[config.mk]
export PLATFORM = sky130hd
export DESIGN_NAME = mult_seq_ctrl_flat
export DESIGN_NICKNAME = d
export VERILOG_FILES = /design/src/rtl/mult_seq_ctrl_if.sv /design/src/rtl/mult_seq_ctrl.sv /design/src/flat_wrapper.sv
export SDC_FILE = /design/constraint.sdc
export NUM_CORES = 1
export LEC_CHECK = 0
export CAP_MARGIN = 30
export CORE_UTILIZATION = 29
export CTS_CLUSTER_DIAMETER = 120
export DETAILED_ROUTE_END_ITERATION = 10
export GPL_ROUTABILITY_DRIVEN = 0
export GPL_TIMING_DRIVEN = 0
export PLACE_DENSITY = 0.57
export REMOVE_ABC_BUFFERS = 1
export SETUP_SLACK_MARGIN = 0.5
export SKIP_LAST_GASP = 1
export SYNTH_ARGS = -nofsm -noshare
export SYNTH_HDL_FRONTEND = slang
export SYNTH_SLANG_ARGS = --single-unit
[constraint.sdc]
create_clock -name clk -period 4.9 [get_ports clk]
set_clock_uncertainty 0.05 [all_clocks]
set_input_delay 0.98 -clock clk [delete_from_list [all_inputs] [get_ports clk]]
set_output_delay 0.98 -clock clk [all_outputs]
set_load 0.02 [all_outputs]
[src/rtl/mult_seq_ctrl_if.sv]
// Handshake/operand bundle between the control unit (master) and the
// sequential multiplier (slave).
interface mult_seq_ctrl_if #(
    parameter int WIDTH = 32
);
    logic             start;
    logic             is_signed;
    logic [WIDTH-1:0] op_a;
    logic [WIDTH-1:0] op_b;
    logic             busy;
    logic             done;
    logic [WIDTH-1:0] hi;
    logic [WIDTH-1:0] lo;

    modport master (
        output start, is_signed, op_a, op_b,
        input  busy, done, hi, lo
    );

    modport slave (
        input  start, is_signed, op_a, op_b,
        output busy, done, hi, lo
    );
endinterface

[src/rtl/mult_seq_ctrl.sv]
// Shift-and-add MULT/MULTU sequencer: one adder pass per cycle, signed via magnitude + final negate.
// Optional MULT_ZERO_BYPASS_EN: zero operands skip the iteration phase.
module mult_seq_ctrl #(
    parameter int WIDTH = 32,
    parameter int CNT_W = 5
) (
    input  logic          clk,
    input  logic          reset,
    mult_seq_ctrl_if.slave bus
);
    typedef enum logic [1:0] {IDLE, RUN, FIX} state_t;

    localparam logic [CNT_W-1:0] LAST = CNT_W'(WIDTH - 1);

    state_t             state, state_nx;
    logic [WIDTH-1:0]   acc, mreg, mcand;
    logic [WIDTH-1:0]   hi_q, lo_q;
    logic [CNT_W-1:0]   cnt;
    logic               neg, done_q;
    logic               load, step, finish, busy;
    logic               zero_op;
    logic [WIDTH-1:0]   abs_a, abs_b, addend, res;
    logic               cout;
    logic [2*WIDTH-1:0] prod_raw, product;

    always_comb begin
        abs_a = (bus.is_signed && bus.op_a[WIDTH-1]) ? (~bus.op_a + WIDTH'(1)) : bus.op_a;
        abs_b = (bus.is_signed && bus.op_b[WIDTH-1]) ? (~bus.op_b + WIDTH'(1)) : bus.op_b;
`ifdef MULT_ZERO_BYPASS_EN
        zero_op = (bus.op_a == '0) || (bus.op_b == '0);
`else
        zero_op = 1'b0;
`endif
    end

    // Single adder: accumulate partial product selected by the multiplier LSB.
    always_comb begin
        addend      = mreg[0] ? mcand : '0;
        {cout, res} = {1'b0, acc} + {1'b0, addend};
        prod_raw    = {acc, mreg};
        product     = neg ? (~prod_raw + (2*WIDTH)'(1)) : prod_raw;
    end

    always_ff @(posedge clk) begin
        if (reset) state <= IDLE;
        else       state <= state_nx;
    end

    always_comb begin
        state_nx = state;
        case (state)
            IDLE:    if (bus.start) state_nx = zero_op ? FIX : RUN;
            RUN:     if (cnt == LAST) state_nx = FIX;
            FIX:     state_nx = IDLE;
            default: state_nx = IDLE;
        endcase
    end

    always_comb begin
        load   = 1'b0;
        step   = 1'b0;
        finish = 1'b0;
        busy   = 1'b0;
        case (state)
            IDLE:    load = bus.start;
            RUN:     begin step = 1'b1;   busy = 1'b1; end
            FIX:     begin finish = 1'b1; busy = 1'b1; end
            default: ;
        endcase
    end

    always_ff @(posedge clk) begin
        if (reset) begin
            acc    <= '0;
            mreg   <= '0;
            mcand  <= '0;
            cnt    <= '0;
            neg    <= 1'b0;
            hi_q   <= '0;
            lo_q   <= '0;
            done_q <= 1'b0;
        end else begin
            done_q <= 1'b0;
            if (load) begin
                acc   <= '0;
                cnt   <= '0;
                mcand <= zero_op ? '0 : abs_a;
                mreg  <= zero_op ? '0 : abs_b;
                neg   <= ~zero_op & bus.is_signed & (bus.op_a[WIDTH-1] ^ bus.op_b[WIDTH-1]);
            end
            if (step) begin
                // 65-bit {cout,res,mreg} shifted right by one, low 64 bits kept.
                acc  <= {cout, res[WIDTH-1:1]};
                mreg <= {res[0], mreg[WIDTH-1:1]};
                cnt  <= cnt + CNT_W'(1);
            end
            if (finish) begin
                hi_q   <= product[2*WIDTH-1:WIDTH];
                lo_q   <= product[WIDTH-1:0];
                done_q <= 1'b1;
            end
        end
    end

    assign bus.busy = busy;
    assign bus.done = done_q;
    assign bus.hi   = hi_q;
    assign bus.lo   = lo_q;
endmodule

[src/flat_wrapper.sv]
// flat-port wrapper written by rule: the top's interface ports become plain ports
module mult_seq_ctrl_flat 
#(
    parameter int WIDTH = 32,
    parameter int CNT_W = 5
)
  (clk, reset, bus_start, bus_is_signed, bus_op_a, bus_op_b, bus_busy, bus_done, bus_hi, bus_lo);
  mult_seq_ctrl_if #(.WIDTH(WIDTH)) bus_i ();
  input  logic clk;
  input  logic reset;
  input wire logic [$bits(bus_i.start)-1:0] bus_start;
  input wire logic [$bits(bus_i.is_signed)-1:0] bus_is_signed;
  input wire logic [$bits(bus_i.op_a)-1:0] bus_op_a;
  input wire logic [$bits(bus_i.op_b)-1:0] bus_op_b;
  output wire logic [$bits(bus_i.busy)-1:0] bus_busy;
  output wire logic [$bits(bus_i.done)-1:0] bus_done;
  output wire logic [$bits(bus_i.hi)-1:0] bus_hi;
  output wire logic [$bits(bus_i.lo)-1:0] bus_lo;
  assign bus_i.start = bus_start;
  assign bus_i.is_signed = bus_is_signed;
  assign bus_i.op_a = bus_op_a;
  assign bus_i.op_b = bus_op_b;
  assign bus_busy = bus_i.busy;
  assign bus_done = bus_i.done;
  assign bus_hi = bus_i.hi;
  assign bus_lo = bus_i.lo;
  mult_seq_ctrl #(.WIDTH(WIDTH), .CNT_W(CNT_W)) u_core (.clk(clk), .reset(reset), .bus(bus_i));
endmodule
---- Word-level counts from Yosys, hierarchy flattened ----
Index checks and enable logic that the tools add are counted.
word-level totals
  bits in registers ....................... 169
  word-level logic and storage cells ...... 48
  output and inout bits ................... 66
operators by class
  equality and inequality tests ........... 5
  mux-type cells .......................... 18
  $add $sub $neg .......................... 5
  bitwise gates (word level) .............. 5
  reduce and logical (&&, ||, !) cells .... 6
operators by type and width
  kind                                                              count
  32-bit two-way mux                                                7
  32-bit by 1-bit adder with 32-bit output (second input constant)  2
  64-bit by 1-bit adder with 64-bit output (second input constant)  1
  64-bit two-way mux                                                1
  32-bit NOT                                                        2
  64-bit NOT                                                        1
  32-bit by 32-bit adder with 33-bit output                         1
  5-bit two-way mux                                                 2
  5-bit by 1-bit adder with 5-bit output (second input constant)    1
  5-bit == test (second input constant)                             1
  1-bit two-way mux                                                 5
  2-bit two-way mux                                                 2
  2-bit case mux with 2 select lines                                1
  2-bit by 1-bit == test with 1-bit output (second input constant)  1
  2-bit == test (second input constant)                             1
  1-bit logical AND                                                 2
  2-bit logical NOT                                                 1
  2-bit by 1-bit != test with 1-bit output (second input constant)  1
  2-bit != test (second input constant)                             1
  2-bit AND reduction                                               1
  2-bit nonzero test                                                1
  2-bit OR reduction                                                1
  1-bit bitwise AND                                                 1
  1-bit XOR                                                         1

---- Logic depth before layout (Yosys ltp) ----
Gate-level depths: netlist of the first run.
  word-level depth ........................ 5
  gate-level depth with buffers ........... 14
  depth with buffers taken out ............ 12

---- Worst setup path before layout of the first run ----
Ideal clock, no wire load.
  kind .................................... input to register
  start ................................... input bus_op_a[16]
  end ..................................... register u_core.mcand[28]
  cell stages on the path ................. 8
  library setup time ...................... 70 ps
  slack ................................... 1881 ps
  path buffers ............................ 0
  data arrival time ....................... 2899 ps
  cell sequence ........................... or4_1 -> or4_1 -> nor2_1 -> nand3_1 -> o41ai_1 -> xnor2_1 -> nand2_1 -> a21oi_1
between the ends
  cells in the longest elaborated chain, start to end .. 3
RTL lines
  what                                      line                 source
  start: declaration                        flat_wrapper.sv:13   input wire logic [$bits(bus_i.op_a)-1:0] bus_op_a;
  32-bit NOT                                mult_seq_ctrl.sv:27  abs_a = (bus.is_signed && bus.op_a[WIDTH-1]) ? (~bus.op_a + WIDTH'(1)) : bus.op_a;
  32-bit by 1-bit adder with 32-bit output  mult_seq_ctrl.sv:27
  32-bit two-way mux                        mult_seq_ctrl.sv:27
  end signal: assignment                    mult_seq_ctrl.sv:87  mcand <= zero_op ? '0 : abs_a;
  end: declaration                          mult_seq_ctrl.sv:16  logic [WIDTH-1:0] acc, mreg, mcand;
No other way between the ends.
A chain may end at the register's enable or synchronous reset.

---- Worst setup path after layout of the first run ----
  start ................................... register u_core.mreg[0]
  end ..................................... register u_core.acc[25]
between the ends
  cells in the longest elaborated chain, start to end .. 3
RTL lines
  what                                       line                 source
  start: declaration                         mult_seq_ctrl.sv:16
  start signal: assignment                   mult_seq_ctrl.sv:88  mreg <= zero_op ? '0 : abs_b;
  start signal: assignment                   mult_seq_ctrl.sv:94  mreg <= {res[0], mreg[WIDTH-1:1]};
  32-bit two-way mux                         mult_seq_ctrl.sv:38  addend = mreg[0] ? mcand : '0;
  32-bit by 32-bit adder with 33-bit output  mult_seq_ctrl.sv:39  {cout, res} = {1'b0, acc} + {1'b0, addend};
  32-bit two-way mux                         mult_seq_ctrl.sv:91  if (step) begin
  end signal: assignment                     mult_seq_ctrl.sv:93  acc <= {cout, res[WIDTH-1:1]};
  end: declaration                           mult_seq_ctrl.sv:16
No other way between the ends.

==> results of run 1 <==
-- metrics by stage --
stage               hold slack, ns  total power, W  util [%]
floorplan                   0.3712        0.002032         -
global placement            0.3889        0.002309     33.75
detailed placement          0.3935        0.002321     34.11
CTS                         0.4012        0.003673     35.67
global route                0.4171        0.003826     35.75
finish                      0.3985        0.003643     35.75
-- state kept, by name, summed over array words and instances, names as in the netlist --
register,flops
u_core.mcand,32
u_core.acc,32
u_core.mreg,32
u_core.cnt,5
u_core.bus.hi,32
u_core.bus.done,1
u_core.state,2
u_core.bus.lo,32
u_core.neg,1
-- worst reg2reg max path, cell delays in order, from the launching register on --
cell and delay, ns:
dfxtp_1 0.35, buf_16 0.17, and2_1 0.18, ha_1 0.20, inv_1 0.07, fa_1 0.19
nor2b_1 0.07, o2111ai_1 0.26, a21oi_1 0.15, a311oi_1 0.50, a31oi_1 0.27, a211oi_1 0.56
xor2_1 0.20, o21ai_0 0.09
-- final cells by class --
type	instances	area, um^2
sequential	169	3385
inverter	22	82.58
multi-input combinational	1119	6974
clock inverter	11	125.1
tap	468	585.6
fill	3780	23470
timing repair buffer	139	1459
antenna	1	2.502
clock buffer	19	442.9
-- path summary, 6_finish.rpt --
path / slack [ns] / endpoint / startpoint
hold / removal: 0.40 / u_core.mcand[29]$_SDFFE_PP0P_ / u_core.mcand[29]$_SDFFE_PP0P_
setup reg to reg: 1.45 / u_core.acc[25]$_SDFFE_PP0P_ / u_core.mreg[0]$_SDFFE_PP0P_
setup / recovery: 1.45 / u_core.acc[25]$_SDFFE_PP0P_ / u_core.mreg[0]$_SDFFE_PP0P_
hold reg to reg: 0.40 / u_core.mcand[29]$_SDFFE_PP0P_ / u_core.mcand[29]$_SDFFE_PP0P_
-- kinds of logic (layout without fill, tap and decap cells) --
kind of cell / after synthesis / in the layout / synth area share [%]
multiplexers: 13 / 13 / 1.233
AO/OA/AOI/OAI: 389 / 389 / 23.50
XOR/XNOR: 137 / 137 / 11.16
AND/OR/NAND/NOR: 538 / 538 / 23.73
buffers and inverters: 110 / 191 / 3.956
flip-flops: 169 / 169 / 31.46
other: 0 / 1 / 0
adder cells (fa/ha/maj): 42 / 42 / 4.957
-- cells in the mapped netlist, types with 14 or more instances --
master and number:
a21oi_1 99, clkbuf_1 75, nor2_1 193, o41ai_1 14, a21o_1 18, nand4_1 16, ha_1 41, and2_1 35
dfxtp_1 169, nor3_1 20, nand3_1 20, or3_1 21, inv_1 21, xnor2_1 40, o21ai_0 86, nand2_1 154
xor2_1 97, o22ai_1 14, a211oi_1 64, o31ai_1 26
-- placed cells by master (no fill, tap or decap), types with 14 or more instances in the layout --
cell,count
clkbuf_16,17
a21o_1,18
a21oi_1,99
clkdlybuf4s50_1,132
inv_1,21
or3_1,21
ha_1,39
o31ai_1,26
nand4_1,16
nor2_1,193
o22ai_1,14
dfxtp_1,168
o21ai_0,86
nand3_1,20
nand2_1,153
o41ai_1,14
xor2_1,97
and2_1,34
nor3_1,20
xnor2_1,40
a211oi_1,64
-- per-layer routing --
| layer | part of all wire, % | track usage (%) | up-vias |
|---|---|---|---|
| li1 | - | - | 5150 |
| met1 | 48 | 22.01 | 4579 |
| met2 | 46 | 26.46 | 218 |
| met3 | 4.2 | 2.343 | 31 |
| met4 | 1.6 | 5.085 | 0 |
| met5 | 0 | 0 | - |
-- power by group through the flow --
stage          clock network [W]  logic [W]  registers, W
2_1_floorplan                  0   0.000491       0.00154
3_3_place_gp                   0   0.000739       0.00157
3_5_place_dp                   0   0.000752       0.00157
4_1_cts                  0.00138   0.000756       0.00154
5_1_grt                  0.00143   0.000851       0.00154
6_report                 0.00135   0.000763       0.00153
==> results.ini, run 1 <==
[outcome]
status=completed

[floorplan]
io_pins=134
die_h_um=194.6
rows=70
die_x_um=194.6
start_util_pct=29.44
design.die.area_um2=37850
core_um2=36520

[logic_synthesis]
synth_area_um2=10750
ys.flop_type=dfxtp_1
yosysSeqAreaShare_pct=31.46
yosysTopAreaCell=dfxtp_1
yosys.cell_types.count=65
syn-mean-instance-area_um2=7.692
yosysWarnings=0
ys_seq_elements=169
synth_area_leaders=dfxtp_1 (31%), xor2_1 (7.9%), nor2_1 (6.7%)
synth_top_area_share_pct=31.46
syn_inst=1398
async_reset_ff_share_pct=0
synth-edff-count=0

[worst_setup_path]
worstSetupEndpointType=flop
cp_slowest_cell=a211oi_1
path_buf_inv=2
worst-setup-path-type=reg2reg
cp.depth=13
critPathRequiredTime_ns=5.15
worst_setup_path_start_kind=flop
crit_chain=buf_16, and2_1, ha_1, inv_1, fa_1, nor2b_1, o2111ai_1, a21oi_1, a311oi_1, a31oi_1, a211oi_1, xor2_1, o21ai_0
cp_top_family=compound AO/OA/AOI/OAI gates
slowest_delay_ns=0.55
cp_max_fo=35
crit_arrival_ns=3.69
worstRegToRegCells=13

[grt]
grt_max_degree=92
grt_pass1_wl_mm=49.33
overflow=0
grt_pass1_vias=9188
grt_use_total_pct=16.25
antenna_found_initial=1

[cells_and_area]
final_area_um2=13060
syn2layout_area_growth_pct=21.42
drive_above_1_share_pct=4.665
final_cells=1948
layout.nets=1578

[sta]
setup_ws_ns=1.454
setup_viol=0
slew-limit-headroom_pct=35.81
tightest_slew_ns=0.9629
final_hold_viol_count=0
fmax_ghz=0.2902
min_period_over_period_pct=70.34
min_period_ns=3.446
setup_tns_ns=0
rsz0062_at_grt=no
slew_violations=0

[power]
clkPwrFrac_pct=37.0
leakagePower_nw=4.651
seqPwrFrac_pct=42.1
intPower_w=0.002500
p_comb_share_pct=20.9
swShare_pct=31.38
power.density_cell_area_nw_per_um2=279.0
peakVddDrop_mv=0.1518
p_sw_w=0.001143

[placed_design]
place_inst=1916
hpwl_mm=23.30
io_buffers=133
place_ws_ns=0.9686
placed_cell_area_um2=12460

[route]
final_antenna_net_count=0
avgRoutedWirePerCell_um=15.88
finalWirelength_mm=30.93
drt_pass1_iterations=4
route.detailed.drc=0
drt-vias-per-instance=5.122
drtIter0Drc=504
vias=9978

[clock_network]
numCtsBuffers=17
clk_path_buf_depth=2
cts_num_sinks=169
cts-root-buf=clkbuf_16
cts_tree=built
clkLatencyLatePin_ns=0.44
clk_pin_slew_ns=0.07
cts_resized=0
postCtsSetupRepairBufs=0
cts_max_level=4
ctsHoldBuffers=0

[min_path]
hp-class=reg2reg
hold_path_depth=2

[job]
drv_cap=0

Power figures use the tool's default switching activity.
==> inputs of run 2 (changes only) <==
Clock period 4.9 ns to 3.6 ns, I/O delays scaled along.
==> results.ini, run 2 (same netlist as run 1, synthesis figures left out) <==
[cells_and_area]
layout.nets=1588  ; +0.63%
final_area_um2=13240  ; +1.4%
layout_common_cells=nor2_1 (192), dfxtp_1 (167), nand2_1 (153), clkdlybuf4s50_1 (132)
drive_above_1_share_pct=6.380  ; +1.7 points
multi_input_area_um2=7077  ; +1.5%
seqCellArea_um2=3388  ; +0.11%
fillers=3770  ; -0.26%
final_cells=1959  ; +0.56%
syn2layout_area_growth_pct=23.10
final_common_cell=nor2_1

[worst_setup_path]
critPathRequiredTime_ns=3.86  ; -1.29 ns
path_buf_inv=2  ; unchanged
cp_max_fo=5  ; -86%
cp_slowest_cell=or4_1
slowest_delay_ns=0.65  ; +0.10 ns
worst-setup-path-type=in2reg
worstSetupEndpointType=flop
cp_top_family=simple AND/OR/NAND/NOR gates
worst_setup_path_start_kind=input pin
crit_chain=clkdlybuf4s50_1, or4_1, nor4_2, nand4_1, buf_4, o31ai_1, xnor2_1, a221oi_1, nor2_1
crit_arrival_ns=3.27  ; -0.42 ns

[power]
seqPwrFrac_pct=41.7  ; -0.4 points
swShare_pct=31.69  ; +0.31 points
p_comb_share_pct=21.8  ; +0.9 points
power.density_cell_area_nw_per_um2=378.8  ; +36%
leakagePower_nw=4.713  ; +1.3%
peakVddDrop_mv=0.2067  ; +36%
intPower_w=0.003425  ; +37%
clkPwrFrac_pct=36.5  ; -0.5 points
p_sw_w=0.001589  ; +39%

[clock_network]
numCtsBuffers=17  ; unchanged
cts_num_sinks=169  ; unchanged
clk_pin_slew_ns=0.06  ; about the same
cts-root-buf=clkbuf_16
clk_path_buf_depth=2  ; unchanged
cts_max_level=4  ; unchanged
cts_tree=built
clkLatencyLatePin_ns=0.44  ; about the same
ctsHoldBuffers=0  ; unchanged

[grt]
grt_use_total_pct=16.41  ; +0.16 points
grt_pass1_vias=9247  ; +0.64%
grt_pass1_wl_mm=49.74  ; +0.83%
antenna_found_initial=1  ; unchanged
overflow=0  ; unchanged
grt_max_degree=92  ; unchanged

[route]
avgRoutedWirePerCell_um=16.30  ; +2.7%
finalWirelength_mm=31.93  ; +3.2%
final_antenna_net_count=0  ; unchanged
drtIter0Drc=489  ; -3.0%
route.detailed.drc=0  ; unchanged
drt-vias-per-instance=5.138  ; +0.32%
vias=10066  ; +0.88%
drt_pass1_iterations=5  ; +1

[floorplan]
start_util_pct=29.44  ; unchanged
core_um2=36520  ; unchanged
rows=70  ; unchanged
die_x_um=194.6  ; unchanged
design.die.area_um2=37850  ; unchanged
die_h_um=194.6  ; unchanged
io_pins=134  ; unchanged

[sta]
slew_violations=0  ; unchanged
slew-limit-headroom_pct=39.74  ; +3.9 points
min_period_over_period_pct=83.59
setup_ws_ns=0.5907  ; -0.8629 ns
tightest_slew_ns=0.9040  ; -0.05893 ns
setup_tns_ns=0  ; unchanged
setup_viol=0  ; unchanged
rsz0062_at_grt=yes
fmax_ghz=0.3323
min_period_ns=3.009
final_hold_viol_count=0  ; unchanged

[placed_design]
place_ws_ns=-0.3314  ; -1.300 ns
placed_cell_area_um2=12460  ; unchanged
hpwl_mm=23.30  ; unchanged
place_inst=1916  ; unchanged
io_buffers=133  ; unchanged

[outcome]
status=completed

[min_path]
hp-class=reg2reg

[job]
drv_cap=0  ; unchanged

==> run 2: power by group through the flow <==
stage	Combinational [W]	Sequential [W]	Clock (W)
finish	0.00109	0.00209	0.00183
global route	0.00121	0.00210	0.00195
detailed placement	0.00102	0.00214	0
CTS	0.00105	0.00209	0.00188
global placement	0.00101	0.00214	0
floorplan	0.000668	0.00210	0
==> run 2: repair_timing <==
item,CTS,global route
resized for setup,6,15
hold endpoints to repair,0,0
setup endpoints to repair,30,23
setup buffers,4,7
pin swaps,0,7
==> run 2: final timing paths <==
path / from / endpoint / slack, ns / cells after the start
setup / recovery: bus_op_b[16] / u_core.mreg[24]$_SDFFE_PP0P_ / 0.59 / 9
hold / removal: u_core.mcand[29]$_SDFFE_PP0P_ / u_core.mcand[29]$_SDFFE_PP0P_ / 0.40 / 2
setup reg to reg: u_core.mreg[0]$_SDFFE_PP0P_ / u_core.bus.hi[10]$_SDFFE_PP0P_ / 0.61 / 10
hold reg to reg: u_core.mcand[29]$_SDFFE_PP0P_ / u_core.mcand[29]$_SDFFE_PP0P_ / 0.40 / 2
==> run 2: cell type report <==
class,instances,area share (%)
timing repair buffer,149,11.56
sequential,169,25.60
antenna,2,0.03781
multi-input combinational,1119,53.46
clock buffer,19,3.346
inverter,22,0.6239
tap,468,4.424
clock inverter,11,0.9453
==> run 2: worst reg2reg max path, stage by stage, from the launching register on <==
cell and delay (ns):
dfxtp_4 0.37, buf_4 0.16, inv_1 0.09, ha_1 0.23, nand3_1 0.35, or2_4 0.39, or4_4 0.53, o41ai_2 0.33
xnor2_1 0.22, mux2i_1 0.12, nor2_1 0.10
==> run 2: metal layers <==
layer  vias to the layer above  wire length [um]  GRT usage (%)
met3                        31              1446          2.516
li1                       5174                 -              -
met4                         0               504          5.085
met2                       199             14830          26.86
met5                         -                 0              0
met1                      4662             15140          22.04
==> run 2: metrics by stage <==
stage	util, %	hold slack [ns]	total power [W]
2_1_floorplan	-	0.3712	0.002766
3_3_place_gp	33.75	0.3889	0.003143
3_5_place_dp	34.11	0.3935	0.003159
4_1_cts	35.83	0.4012	0.005014
5_1_grt	36.24	0.4171	0.005264
6_report	36.24	0.3962	0.005014
